File: src/rtl/ir_queue_pkg.sv
// rtl/ir_queue_pkg.sv - cu_* opcode defines and shared defaults for the instruction prefetch queue
`ifndef IR_DEFS_VH
`define IR_DEFS_VH
`define CU_LDA        3'b000
`define CU_ADD        3'b001
`define CU_STA        3'b010
`define CU_BAN        3'b011
`define CU_JMP        3'b100
`define CU_LONG_BEGIN 3'b111
`define CU_CSL        5'b00001
`define CU_SHR        5'b00010
`define CU_COM        5'b00100
`define CU_CLA        5'b01000
`define CU_STOP       5'b10000
`endif

package ir_queue_pkg;
  localparam int DEF_IW    = 8;
  localparam int DEF_OPW   = 3;
  localparam int DEF_DEPTH = 4;
  localparam logic [2:0] DEF_LONG_CODE = `CU_LONG_BEGIN;

  function automatic int cnt_w(input int depth);
    return $clog2(depth) + 1;
  endfunction
endpackage

File: src/rtl/ir_decode.sv
// rtl/ir_decode.sv - combinational head-word decode into op/ad/is_long
module ir_decode #(
  parameter int IW = 8,
  parameter int OPW = 3,
  parameter logic [OPW-1:0] LONG_CODE = '1
) (
  input  logic          valid_i,
  input  logic [IW-1:0] instr_i,
  output logic [IW-1:0] op_o,
  output logic [IW-1:0] ad_o,
  output logic          is_long_o
);
  logic [OPW-1:0]    opc;
  logic [IW-OPW-1:0] operand;

  assign opc     = instr_i[IW-1 -: OPW];
  assign operand = instr_i[IW-OPW-1:0];

  // Empty queue must decode to all zeros no matter what the stale RAM holds.
  always_comb begin
    op_o      = '0;
    ad_o      = '0;
    is_long_o = 1'b0;
    if (valid_i) begin
      if (opc == LONG_CODE) begin
        op_o      = {1'b1, {(OPW-1){1'b0}}, operand};
        is_long_o = 1'b1;
      end else begin
        op_o = {{(IW-OPW){1'b0}}, opc};
        ad_o = {{OPW{1'b0}}, operand};
      end
    end
  end
endmodule

File: src/rtl/ir_queue.sv
// rtl/ir_queue.sv - instruction register with DEPTH-entry prefetch queue and flush
// Optional IR_PARITY_EN: per-entry parity bit (in_par) checked at the head (perr).
module ir_queue
  import ir_queue_pkg::*;
#(
  parameter int IW = DEF_IW,
  parameter int OPW = DEF_OPW,
  parameter int DEPTH = DEF_DEPTH,
  parameter logic [OPW-1:0] LONG_CODE = OPW'(DEF_LONG_CODE)
) (
  input  logic                       clk,
  input  logic                       rst,
  input  logic                       flush,
  input  logic                       in_valid,
  output logic                       in_ready,
  input  logic [IW-1:0]              in_data,
`ifdef IR_PARITY_EN
  input  logic                       in_par,
  output logic                       perr,
`endif
  output logic                       out_valid,
  input  logic                       out_ready,
  output logic [IW-1:0]              op,
  output logic [IW-1:0]              ad,
  output logic                       is_long,
  output logic [cnt_w(DEPTH)-1:0]    count
);
  localparam int PW = $clog2(DEPTH);
  localparam int CW = cnt_w(DEPTH);
`ifdef IR_PARITY_EN
  localparam int EW = IW + 1;
`else
  localparam int EW = IW;
`endif

  logic [EW-1:0] mem_q [DEPTH];
  logic [PW-1:0] wr_ptr_q, wr_ptr_d, rd_ptr_q, rd_ptr_d;
  logic [CW-1:0] count_q, count_d;
  logic          push, pop;
  logic [EW-1:0] wr_entry, head_entry;

`ifdef IR_PARITY_EN
  assign wr_entry = {in_par, in_data};
`else
  assign wr_entry = in_data;
`endif

  assign in_ready   = (count_q < CW'(DEPTH));
  assign out_valid  = (count_q != '0);
  assign push       = in_valid & in_ready;
  assign pop        = out_valid & out_ready;
  assign count      = count_q;
  assign head_entry = mem_q[rd_ptr_q];

  // Flush wins over both handshakes; DEPTH is a power of two so pointers wrap for free.
  always_comb begin
    wr_ptr_d = wr_ptr_q;
    rd_ptr_d = rd_ptr_q;
    count_d  = count_q;
    if (flush) begin
      wr_ptr_d = '0;
      rd_ptr_d = '0;
      count_d  = '0;
    end else begin
      if (push) wr_ptr_d = wr_ptr_q + PW'(1);
      if (pop)  rd_ptr_d = rd_ptr_q + PW'(1);
      case ({push, pop})
        2'b10:   count_d = count_q + CW'(1);
        2'b01:   count_d = count_q - CW'(1);
        default: count_d = count_q;
      endcase
    end
  end

  always_ff @(posedge clk or posedge rst) begin
    if (rst) begin
      wr_ptr_q <= '0;
      rd_ptr_q <= '0;
      count_q  <= '0;
    end else begin
      wr_ptr_q <= wr_ptr_d;
      rd_ptr_q <= rd_ptr_d;
      count_q  <= count_d;
    end
  end

  always_ff @(posedge clk) begin
    if (push && !flush) mem_q[wr_ptr_q] <= wr_entry;
  end

  ir_decode #(
    .IW(IW),
    .OPW(OPW),
    .LONG_CODE(LONG_CODE)
  ) u_decode (
    .valid_i  (out_valid),
    .instr_i  (head_entry[IW-1:0]),
    .op_o     (op),
    .ad_o     (ad),
    .is_long_o(is_long)
  );

`ifdef IR_PARITY_EN
  assign perr = out_valid & (^head_entry);
`endif
endmodule

File: config.mk
export PLATFORM = sky130hd
export DESIGN_NAME = ir_queue
export DESIGN_NICKNAME = d
export VERILOG_FILES = /design/src/rtl/ir_queue_pkg.sv /design/src/rtl/ir_decode.sv /design/src/rtl/ir_queue.sv
export SDC_FILE = /design/constraint.sdc
export NUM_CORES = 1
export LEC_CHECK = 0
export ABC_AREA = 1
export BUFFER_PORTS_ARGS = -buffer_cell sky130_fd_sc_hd__buf_2
export CAP_MARGIN = 15
export CORE_MARGIN = 2
export CORE_UTILIZATION = 36
export DETAILED_ROUTE_END_ITERATION = 12
export SYNTH_ARGS = -nofsm -noshare
export SYNTH_HDL_FRONTEND = slang
export SYNTH_HIERARCHICAL = 1
export SYNTH_SLANG_ARGS = --single-unit
File: constraint.sdc
create_clock -name clk -period 1.4 [get_ports clk]
set_input_delay 0 -clock clk [delete_from_list [all_inputs] [get_ports clk]]
set_output_delay 0 -clock clk [all_outputs]
set_load 0.005 [all_outputs]
==> flow_summary_export.csv <==
group,metric,value,unit
clock_tree,clkTransAtPathRegs,70,ps
power,cell_internal_pwr,0.00250,W
synth,syn_inst,173,
floorplan,io_pins,35,
timing,fin_ws,-253,ps
cells_and_area,fin_cells,321,
status,status,"finished with violations",
place,io_buffers,29,
worst_setup_path,start_kind,"register",
routing,vias_per_cell,4.49,
synth,syn_area,1850,µm²
timing,rsz0062_at_grt,"true",
synth,synth_cell_types,28,
synth,ys_ff_latch,39,
worst_setup_path,crit_required,1400,ps
synth,avgSynthCellArea,10.7,µm²
place,hpwl,2.88,mm
worst_setup_path,arrival,1650,ps
clock_tree,cts_inserted_buffers,5,
floorplan,rows,26,
power,p_per_area,1470,nW/µm²
place,gp_routability_congestion,0.765,
clock_tree,ctsHtreeMaxLevel,2,
routing,wl,4.10,mm
worst_hold_path,hp-class,"input port to register",
cells_and_area,layout-drive-gt1-share,0.462,
grt,grt_pass1_wl,6.17,mm
floorplan,start_util,0.366,
run,cap_violations,0,
worst_setup_path,crit_path_frequent_cell,"buf_6",
clock_tree,cts_num_sinks,39,
power,swShare,0.354,
routing,antenna_left,0,
grt,grt-ovfl-total,0,
timing,final.period_utilization,1.18,
place,placed_cells,293,
cells_and_area,layout_commonest_cell,"edfxtp_1",
timing,skew,2.90,ps
grt,antenna_found_initial,0,
routing,dr.pass1.iters,4,
grt,grt_util_all_layers,0.152,
cells_and_area,synthToLayoutAreaGrowth,42.2,%
timing,hold_viol_final,0,
routing,wl_per_cell,12.8,µm
worst_setup_path,end_kind,"output port",
power,power,0.00387,W
floorplan,fp.dieW,75.6,µm
worst_setup_path,max_stage_delay,450,ps
cells_and_area,insertedDiodeCount,0,
power,clockPowerShare,0.190,
timing,period_needed,1650,ps
place,place_area,2250,µm²
floorplan,die_area,5720,µm²
worst_setup_path,worstSetupPathType,"register to output port",
clock_tree,clock-root-buffer,"clkbuf_8",
worst_setup_path,slowest_stage,"dfrtp_2",
synth,ys_warn_count,6,
power,p_sw,0.00137,W
timing,slew_violations,0,
synth,synth.yosys.seq_area_share,0.615,
power,peakVddDrop,0.565,mV
routing,dr_total_vias,1440,
floorplan,coreArea,5040,µm²
cells_and_area,layout_common_cells,"edfxtp_1, buf_2, buf_4, nor2_1",
clock_tree,cts_tree,"done",
grt,grt_max_degree,14,
power,power_leakage,1.14,nW
grt,grt_pass1_vias,1337,
worst_setup_path,critPathMaxFanout,6,
floorplan,die-height,75.6,µm
clock_tree,clockBufferDepth,2,
routing,drc,0,
power,seqPwrFrac,0.367,
timing,setup-violations-final,13,
clock_tree,clock_latency,290,ps
worst_setup_path,path_cells,"buf_6 > buf_6 > o21ai_2 > o22ai_1 > inv_1 > nor3_2 > buf_2",
cells_and_area,fin_nets,268,
routing,drt-initial-drc-count,97,
power,power_frac_comb,0.443,
cells_and_area,stdcell_area,2630,µm²
status,violations,"setup timing",
timing,clock.fmax,0.605,GHz
## worst paths after layout
kind | from | slack (ps) | to | cells after the start
min | out_ready | 100 | rd_ptr_q[0]$_DFFE_PP0P_ | 3
max | rd_ptr_q[0]$_DFFE_PP0P_ | -250 | op[4] | 7
max in group asynchronous | rst | 950 | count[0]$_DFFE_PP0P_ | 3
min reg2reg | wr_ptr_q[1]$_DFFE_PP0P_ | 550 | wr_ptr_q[1]$_DFFE_PP0P_ | 2
max reg2reg | count[2]$_DFFE_PP0P_ | -10 | count[2]$_DFFE_PP0P_ | 9
min in group asynchronous | rst | 190 | wr_ptr_q[0]$_DFFE_PP0P_ | 3
## cell usage after synthesis
library cell	n	share of area
a31oi_1	2	0.0068
xor2_1	1	0.0047
o21ai_1	3	0.0081
buf_4	7	0.028
inv_1	19	0.039
inv_2	4	0.0081
buf_2	2	0.0054
o22ai_1	8	0.027
nor3_2	1	0.0054
fa_1	1	0.011
o21ai_0	15	0.041
or2_1	1	0.0034
a21oi_1	1	0.0027
edfxtp_1	32	0.52
nand3_4	1	0.0095
nand2_2	3	0.010
nand2_1	16	0.033
dfrtp_1	7	0.095
ha_1	4	0.027
nor3_1	1	0.0027
o21bai_2	1	0.0061
nor2_2	3	0.010
conb_1	1	0.0020
nand4_1	1	0.0034
nand3_2	2	0.011
nand2_4	1	0.0061
nand3_1	4	0.011
nor2_1	31	0.063
## metrics by stage
step / setup slack (ps) / util / setup TNS [ps] / hold slack (ps)
2_1_floorplan: -108 / - / -3640 / -197
3_3_place_gp: -7.85 / 0.447 / -7.85 / -44.4
3_5_place_dp: -17.3 / 0.447 / -35.3 / -41.3
4_1_cts: -238 / 0.502 / -2570 / 75.9
5_1_grt: -313 / 0.521 / -3730 / 94.5
6_report: -253 / 0.521 / -2500 / 95.5
## sequential cells by signal, indices dropped and copies added (netlist names)
| signal | flops |
|---|---|
| count | 3 |
| wr_ptr_q | 2 |
| rd_ptr_q | 2 |
| mem_q | 32 |
## power by group through the flow
stage	clock, W	sequential, W	combinational, W
final	0.000735	0.00142	0.00171
after global routing	0.000823	0.00143	0.00190
after CTS	0.000761	0.00141	0.00160
after detailed placement	0	0.00142	0.00143
after global placement	0	0.00142	0.00143
after floorplan	0	0.00143	0.000826
## timing repair
| action | 4_1_cts | 5_1_grt |
|---|---|---|
| gates cloned | 0 | 1 |
| hold endpoints to repair | 41 | 0 |
| setup buffers | 6 | 3 |
| pin swaps | 7 | 8 |
| setup endpoints to repair | 35 | 47 |
| gates resized for setup | 18 | 23 |
| hold buffers | 10 | 0 |
## worst max-delay path, delay by kind of cell (launching register included)
kind | cells | cell delay (ps)
buffers and inverters | 4 | 490
DFF | 1 | 450
AOI/OAI and AO/OA | 2 | 210
and+or+nand+nor | 1 | 210
## per-layer routing
metal | GRT usage | share of wire
met4 | 0.0643 | 0.012
met2 | 0.252 | 0.52
met3 | 0.0463 | 0.030
met5 | 0 | 0
met1 | 0.184 | 0.43
## cells by family after synthesis
| group | count (synthesis) | share of synthesized area |
|---|---|---|
| DFF | 39 | 0.615 |
| adders and majority gates | 5 | 0.0379 |
| AOI/OAI and AO/OA | 30 | 0.0915 |
| buffers and inverters | 32 | 0.0806 |
| xor gates and xnor gates | 1 | 0.00474 |
| other | 1 | 0.00203 |
| and+or+nand+nor | 65 | 0.168 |
## area by class of cell
class / count / area (µm²)
tap: 70 / 87.6
clock buffer: 5 / 68.8
clock inverter: 3 / 20.0
timing repair buffer: 74 / 542
fill: 446 / 2420
timing repair inverter: 1 / 5.00
sequential: 39 / 1140
multi-input combinational: 106 / 669
inverter: 23 / 93.8
Note: power is estimated with default switching activity, not from simulation.
